$ cat config.mk
export PLATFORM = sky130hd
export DESIGN_NAME = skin_region_stat_flat
export DESIGN_NICKNAME = d
export VERILOG_FILES = /design/src/rtl/skin_pkg.sv /design/src/rtl/skin_region_stat_if.sv /design/src/rtl/skid_buffer_2.sv /design/src/rtl/skin_region_stat.sv /design/src/flat_wrapper.sv
export SDC_FILE = /design/constraint.sdc
export NUM_CORES = 1
export LEC_CHECK = 0
export CORE_UTILIZATION = 55
export CTS_CLUSTER_DIAMETER = 50
export DETAILED_ROUTE_END_ITERATION = 10
export GPL_TIMING_DRIVEN = 0
export PLACE_DENSITY_LB_ADDON = 0.05
export SLEW_MARGIN = 5
export SYNTH_ARGS = -nofsm -noshare
export SYNTH_HDL_FRONTEND = slang
export SYNTH_SLANG_ARGS = --single-unit
$ cat constraint.sdc
create_clock -name clk -period 5.5 [get_ports clk]
set_input_delay 1.375 -clock clk [delete_from_list [all_inputs] [get_ports clk]]
set_output_delay 1.375 -clock clk [all_outputs]
set_load 0.05 [all_outputs]
$ cat src/rtl/skin_pkg.sv
// Shared constants and helpers for the skin region statistics block.
// Holds coordinate width, mask bytes, default threshold and image size.
package skin_pkg;

    localparam int COORD_W = 16;

    localparam logic [7:0] MASK_ON  = 8'hFF;
    localparam logic [7:0] MASK_OFF = 8'h00;

    localparam logic [7:0] DEF_THRESH     = 8'd128;
    localparam int         DEF_IMG_WIDTH  = 640;
    localparam int         DEF_IMG_HEIGHT = 480;

    typedef logic [COORD_W-1:0] coord_t;

    function automatic coord_t cmin(coord_t a, coord_t b);
        return (a < b) ? a : b;
    endfunction

    function automatic coord_t cmax(coord_t a, coord_t b);
        return (a > b) ? a : b;
    endfunction

endpackage

$ cat src/rtl/skin_region_stat_if.sv
// Pixel stream bundle: input (datain_*) and output (dataout_*) handshakes.
// master = stream source/sink side, slave = skin_region_stat.
interface skin_region_stat_if #(
    parameter int DATA_WIDTH = 32
);

    logic                  datain_valid;
    logic                  datain_ready;
    logic                  datain_sof;
    logic [DATA_WIDTH-1:0] datain;

    logic                  dataout_valid;
    logic                  dataout_ready;
    logic [DATA_WIDTH-1:0] dataout;

    modport master (
        output datain_valid, datain, datain_sof,
        input  datain_ready,
        input  dataout_valid, dataout,
        output dataout_ready
    );

    modport slave (
        input  datain_valid, datain, datain_sof,
        output datain_ready,
        output dataout_valid, dataout,
        input  dataout_ready
    );

endinterface

$ cat src/rtl/skid_buffer_2.sv
// Two-entry skid buffer; in_ready is a register so out_ready never
// reaches it combinationally. Ports: in_* push side, out_* pop side.
module skid_buffer_2 #(
    parameter int WIDTH = 32
) (
    input  logic             clk,
    input  logic             rst,
    input  logic             in_valid,
    input  logic [WIDTH-1:0] in_data,
    output logic             in_ready,
    output logic             out_valid,
    output logic [WIDTH-1:0] out_data,
    input  logic             out_ready
);

    logic [WIDTH-1:0] mem [2];
    logic             wr_ptr;
    logic             rd_ptr;
    logic [1:0]       occ;
    logic [1:0]       occ_n;
    logic             ready_q;
    logic             push;
    logic             pop;

    assign push = in_valid && ready_q;
    assign pop  = (occ != 2'd0) && out_ready;

    always_comb begin
        occ_n = occ + {1'b0, push} - {1'b0, pop};
    end

    always_ff @(posedge clk) begin
        if (rst) begin
            mem[0]  <= '0;
            mem[1]  <= '0;
            wr_ptr  <= 1'b0;
            rd_ptr  <= 1'b0;
            occ     <= 2'd0;
            ready_q <= 1'b0;
        end else begin
            if (push) begin
                mem[wr_ptr] <= in_data;
                wr_ptr      <= ~wr_ptr;
            end
            if (pop) begin
                rd_ptr <= ~rd_ptr;
            end
            occ     <= occ_n;
            // ready reflects next-cycle occupancy, so it is exact yet registered
            ready_q <= (occ_n != 2'd2);
        end
    end

    assign in_ready  = ready_q;
    assign out_valid = (occ != 2'd0);
    assign out_data  = mem[rd_ptr];

endmodule

$ cat src/rtl/skin_region_stat.sv
// Skin mask + per-frame bounding box / count of skin pixels.
// Ports: clk, rst, stream bus s, bbox_* / skin_count / sync_err results.
module skin_region_stat
    import skin_pkg::*;
#(
    parameter int         DATA_WIDTH = 32,
    parameter int         IMG_WIDTH  = DEF_IMG_WIDTH,
    parameter int         IMG_HEIGHT = DEF_IMG_HEIGHT,
    parameter logic [7:0] THRESH     = DEF_THRESH
) (
    input  logic                clk,
    input  logic                rst,
    skin_region_stat_if.slave   s,
    output logic                bbox_valid,
    output logic                bbox_found,
    output logic [COORD_W-1:0]  bbox_xmin,
    output logic [COORD_W-1:0]  bbox_xmax,
    output logic [COORD_W-1:0]  bbox_ymin,
    output logic [COORD_W-1:0]  bbox_ymax,
    output logic [31:0]         skin_count,
    output logic                sync_err
);

    localparam coord_t X_LAST = coord_t'(IMG_WIDTH - 1);
    localparam coord_t Y_LAST = coord_t'(IMG_HEIGHT - 1);

    logic                  skin;
    logic                  accept;
    logic [DATA_WIDTH-1:0] masked;

    assign skin   = (s.datain[7:0] >= THRESH);
    assign accept = s.datain_valid && s.datain_ready;
    assign masked = {s.datain[DATA_WIDTH-1:8], skin ? MASK_ON : MASK_OFF};

    skid_buffer_2 #(
        .WIDTH (DATA_WIDTH)
    ) u_skid (
        .clk       (clk),
        .rst       (rst),
        .in_valid  (s.datain_valid),
        .in_data   (masked),
        .in_ready  (s.datain_ready),
        .out_valid (s.dataout_valid),
        .out_data  (s.dataout),
        .out_ready (s.dataout_ready)
    );

    coord_t      x, y;
    logic        run_found;
    coord_t      run_xmin, run_xmax, run_ymin, run_ymax;
    logic [31:0] run_cnt;

    logic        sof_err;
    coord_t      pos_x, pos_y, nx_x, nx_y;
    logic        base_found, nxt_found, is_last;
    logic [31:0] nxt_cnt;
    coord_t      nxt_xmin, nxt_xmax, nxt_ymin, nxt_ymax;

    always_comb begin
        sof_err    = s.datain_sof && ((x != '0) || (y != '0));
        // a misplaced sof re-anchors this pixel at (0,0) and drops the partial frame
        pos_x      = sof_err ? '0 : x;
        pos_y      = sof_err ? '0 : y;
        base_found = sof_err ? 1'b0 : run_found;
        nxt_cnt    = (sof_err ? 32'd0 : run_cnt) + {31'd0, skin};
        nxt_found  = base_found || skin;
        nxt_xmin   = run_xmin;
        nxt_xmax   = run_xmax;
        nxt_ymin   = run_ymin;
        nxt_ymax   = run_ymax;
        if (skin && !base_found) begin
            nxt_xmin = pos_x;
            nxt_xmax = pos_x;
            nxt_ymin = pos_y;
            nxt_ymax = pos_y;
        end else if (skin) begin
            nxt_xmin = cmin(run_xmin, pos_x);
            nxt_xmax = cmax(run_xmax, pos_x);
            nxt_ymin = cmin(run_ymin, pos_y);
            nxt_ymax = cmax(run_ymax, pos_y);
        end
        is_last = (pos_x == X_LAST) && (pos_y == Y_LAST);
        nx_x    = (pos_x == X_LAST) ? '0 : pos_x + coord_t'(1);
        nx_y    = pos_y;
        if (pos_x == X_LAST) begin
            nx_y = (pos_y == Y_LAST) ? '0 : pos_y + coord_t'(1);
        end
    end

    always_ff @(posedge clk) begin
        if (rst) begin
            x          <= '0;
            y          <= '0;
            run_found  <= 1'b0;
            run_xmin   <= '0;
            run_xmax   <= '0;
            run_ymin   <= '0;
            run_ymax   <= '0;
            run_cnt    <= '0;
            bbox_valid <= 1'b0;
            bbox_found <= 1'b0;
            bbox_xmin  <= '0;
            bbox_xmax  <= '0;
            bbox_ymin  <= '0;
            bbox_ymax  <= '0;
            skin_count <= '0;
            sync_err   <= 1'b0;
        end else begin
            bbox_valid <= 1'b0;
            sync_err   <= 1'b0;
            if (accept) begin
                x        <= nx_x;
                y        <= nx_y;
                sync_err <= sof_err;
                if (is_last) begin
                    // publish now; running stats start empty for the next pixel
                    bbox_valid <= 1'b1;
                    bbox_found <= nxt_found;
                    bbox_xmin  <= nxt_found ? nxt_xmin : '0;
                    bbox_xmax  <= nxt_found ? nxt_xmax : '0;
                    bbox_ymin  <= nxt_found ? nxt_ymin : '0;
                    bbox_ymax  <= nxt_found ? nxt_ymax : '0;
                    skin_count <= nxt_cnt;
                    run_found  <= 1'b0;
                    run_xmin   <= '0;
                    run_xmax   <= '0;
                    run_ymin   <= '0;
                    run_ymax   <= '0;
                    run_cnt    <= '0;
                end else begin
                    run_found <= nxt_found;
                    run_xmin  <= nxt_xmin;
                    run_xmax  <= nxt_xmax;
                    run_ymin  <= nxt_ymin;
                    run_ymax  <= nxt_ymax;
                    run_cnt   <= nxt_cnt;
                end
            end
        end
    end

endmodule

$ cat src/flat_wrapper.sv
// flat-port wrapper written by rule: the top's interface ports become plain ports
module skin_region_stat_flat import skin_pkg::*;
#(
    parameter int         DATA_WIDTH = 32,
    parameter int         IMG_WIDTH  = DEF_IMG_WIDTH,
    parameter int         IMG_HEIGHT = DEF_IMG_HEIGHT,
    parameter logic [7:0] THRESH     = DEF_THRESH
)
  (clk, rst, bbox_valid, bbox_found, bbox_xmin, bbox_xmax, bbox_ymin, bbox_ymax, skin_count, sync_err, s_datain_valid, s_datain, s_datain_sof, s_datain_ready, s_dataout_valid, s_dataout, s_dataout_ready);
  skin_region_stat_if #(.DATA_WIDTH(DATA_WIDTH)) s_i ();
  input  logic clk;
  input  logic rst;
  output logic bbox_valid;
  output logic bbox_found;
  output logic [COORD_W-1:0] bbox_xmin;
  output logic [COORD_W-1:0] bbox_xmax;
  output logic [COORD_W-1:0] bbox_ymin;
  output logic [COORD_W-1:0] bbox_ymax;
  output logic [31:0] skin_count;
  output logic sync_err;
  input wire logic [$bits(s_i.datain_valid)-1:0] s_datain_valid;
  input wire logic [$bits(s_i.datain)-1:0] s_datain;
  input wire logic [$bits(s_i.datain_sof)-1:0] s_datain_sof;
  output wire logic [$bits(s_i.datain_ready)-1:0] s_datain_ready;
  output wire logic [$bits(s_i.dataout_valid)-1:0] s_dataout_valid;
  output wire logic [$bits(s_i.dataout)-1:0] s_dataout;
  input wire logic [$bits(s_i.dataout_ready)-1:0] s_dataout_ready;
  assign s_i.datain_valid = s_datain_valid;
  assign s_i.datain = s_datain;
  assign s_i.datain_sof = s_datain_sof;
  assign s_datain_ready = s_i.datain_ready;
  assign s_dataout_valid = s_i.dataout_valid;
  assign s_dataout = s_i.dataout;
  assign s_i.dataout_ready = s_dataout_ready;
  skin_region_stat #(.DATA_WIDTH(DATA_WIDTH), .IMG_WIDTH(IMG_WIDTH), .IMG_HEIGHT(IMG_HEIGHT), .THRESH(THRESH)) u_core (.clk(clk), .rst(rst), .s(s_i), .bbox_valid(bbox_valid), .bbox_found(bbox_found), .bbox_xmin(bbox_xmin), .bbox_xmax(bbox_xmax), .bbox_ymin(bbox_ymin), .bbox_ymax(bbox_ymax), .skin_count(skin_count), .sync_err(sync_err));
endmodule
==> flow_metrics.tcl <==
set metrics [dict create \
    worstHoldPathType "register to register" \
    post-synth-top-count-cell "dfxtp_1" \
    area_growth_syn_to_layout_pct 24.36 \
    slowest_stage "nor2_1" \
    cp_max_fo 10 \
    status "finished, final reports clean" \
    dp_hpwl_mm 25.78 \
    grt_pass1_wl_mm 55.34 \
    vias 11270 \
    clk_pin_slew_ns 0.06 \
    synthTopCellsByArea "dfxtp_1 35%, edfxtp_1 11%, ha_1 6.4%, nand2_1 4.8%, a22o_1 2.9%" \
    die_x_um 157.8 \
    hold_start "u_core.bbox_xmax[2]" \
    mappedNetlistArea_mm2 0.01334 \
    post-place-ws_ns -0.1914 \
    hold_violations 0 \
    finalCriticalPeriod_ns 5.250 \
    viasPerCell 5.915 \
    cts_root_buffer "clkbuf_16" \
    fin_cells 1905 \
    drc 0 \
    num_rows 56 \
    yosysSeqAreaShare 0.4636 \
    skew_ns 0.02169 \
    worst_ep_required_time_ns 5.90 \
    crit_type "register to register" \
    start_kind "register" \
    first_global_vias 10430 \
    setup_viol 0 \
    portBuffers 160 \
    postSynthAreaPerCell_um2 9.812 \
    finalNetCount 1665 \
    rr_startpoint "u_core.y[5]" \
    htree_levels 2 \
    dp.cells 1840 \
    drt-initial-drc-count 870 \
    slowest_delay_ns 0.48 \
    synth_edf_count 50 \
    cellLeakagePower_nw 6.419 \
    synth_top_area_cell "dfxtp_1" \
    slew_violations 0 \
    setup_slack_ns 0.2504 \
    cts_tree "done" \
    max_freq_mhz 190.5 \
    synth.top_cells.by_count "234 x dfxtp_1, 171 x nand2_1, 68 x ha_1" \
    initial_core_util 0.5651 \
    wl_per_cell_um 18.91 \
    p_per_area_mw_per_mm2 344.3 \
    core_mm2 0.02361 \
    vdd_drop_max_uv 264.6 \
    relSlewSlack 0.2214 \
    syn_inst 1360 \
    synth_warnings 0 \
    wirelength_mm 36.02 \
    antenna_cells 0 \
    dieHeight_um 157.8 \
    drive_above_1_share 0.09962 \
    synth_top_area_frac 0.3511 \
    crit_chain "clkbuf_1, nor4_1, nand2_1, o31ai_4, buf_4, buf_2, nand2_1, inv_1, ha_1, and3_1, nand4_1, nor2_1, and4_1, buf_2, nor2_1, clkbuf_1, a32o_1" \
    critical_path.endpoint_type "register" \
    clk-insertion-delay-late_ns 0.51 \
    ys.flop_type "dfxtp_1" \
    ant_nets 0 \
    cp.arrival_ns 5.64 \
    cts_buffers 34 \
    boundaryPins 170 \
    grtUsageTotal 0.2849 \
    tightestPinTransition_ns 1.164 \
    cts.sinks 284 \
    die_area_mm2 0.02489 \
    async_flop_share 0 \
    rsz0062_at_grt "no" \
    place.gp.congestion 0.9114 \
    grt_max_degree 26 \
    cts_buffer_depth 3 \
    grt_overflow 0 \
    finalCritPeriodShare 0.9545 \
    syn-num-nets 1465 \
    firstDrtPassIters 6 \
    ys_seq_elements 284 \
    antenna_found_initial 0 \
    maxCapViolCount 0 \
    crit_start "u_core.y[5]" \
    synthDistinctLibCells 72 \
]
==> stage by stage <==
stage	setup TNS (ns)	area, µm²	util	hold WS (ns)	total power [mW]
6_report	0	16590	0.7028	0.4336	5.713
5_1_grt	0	16590	0.7028	0.4591	5.883
4_1_cts	0	16570	0.7016	0.4360	5.733
3_5_place_dp	-2.822	15360	0.6506	0.4280	3.377
3_3_place_gp	-2.237	15340	0.6499	0.4257	3.358
2_1_floorplan	0	13340	-	0.4340	3.015
==> metal layers <==
metal  track usage  share of wire  vias to the layer above
li1              -              -                     5382
met1        0.3761           0.43                     5380
met2        0.4779           0.47                      418
met3       0.03942          0.073                       89
met4       0.09570          0.030                        0
met5             0              0                        -
==> worst paths after layout <==
path                                to  slack (ns)  cells after the start
setup / recovery  u_core.bbox_xmax[13]        0.25                     17
hold / removal     u_core.bbox_xmax[2]        0.43                      2
setup reg to reg  u_core.bbox_xmax[13]        0.25                     17
hold reg to reg    u_core.bbox_xmax[2]        0.43                      2
==> timing repair <==
item,4_1_cts,5_1_grt
hold buffers,0,0
setup endpoints to repair,0,66
resized for setup,0,1
buffers inserted,0,3
==> cell usage in the layout, fill, tap and decap left out, drive strengths merged, types with 22 or more instances in the layout <==
master,instances
mux2i,22
ha,68
xnor2,29
nand2,173
a21oi,54
nand3,29
and3,45
o2bb2ai,36
nor2,49
dfxtp,234
mux2,25
a22o,44
nand4,34
clkdlybuf4s50,160
buf,51
inv,39
clkbuf,90
and2,34
o21ai,87
a32o,35
edfxtp,50
==> registers in the layout (all words and copies together) (netlist names), 2 cells and up, named ones only <==
signal and flops:
u_core.u_skid.mem 50, u_core.run_cnt 32, u_core.skin_count 32, u_core.bbox_xmax 16
u_core.bbox_xmin 16, u_core.bbox_ymax 16, u_core.bbox_ymin 16, u_core.run_xmax 16
u_core.run_xmin 16, u_core.run_ymax 16, u_core.run_ymin 16, u_core.x 16
u_core.y 16, u_core.u_skid.occ 2
==> layout make-up <==
class	count	area (µm²)
fill	1884	7018
multi-input combinational	949	6546
sequential	284	6186
timing repair buffer	164	1639
clock buffer	47	1013
buffer	90	481.7
tap	319	399.1
clock inverter	15	190.2
inverter	37	138.9
==> worst max-delay path: cells and delay by family, from the launching register on <==
| kind | cells | cell delay, ns |
|---|---|---|
| fa+ha+maj | 1 | 0.20 |
| flops | 1 | 0.30 |
| buf+inv | 6 | 1.60 |
| simple gates | 8 | 2.35 |
| compound gates | 2 | 0.70 |
==> logic make-up after synthesis <==
family / after synthesis / share of synthesized area
and+or+nand+nor: 458 / 0.1790
AOI/OAI and AO/OA: 334 / 0.1820
DFF: 284 / 0.4636
buffers and inverters: 127 / 0.04651
adders and majority gates: 68 / 0.06376
muxes: 47 / 0.03760
xor gates and xnor gates: 42 / 0.02757
==> report_power, final <==
part	switching, mW	leakage (nW)	total [mW]	internal (mW)
logic	0.754	3.42	1.13	0.374
clock network	0.882	0.589	2.37	1.48
registers	0.0266	2.41	2.22	2.19
total	1.66	6.42	5.71	4.05
Power figures use the tool's default switching activity.
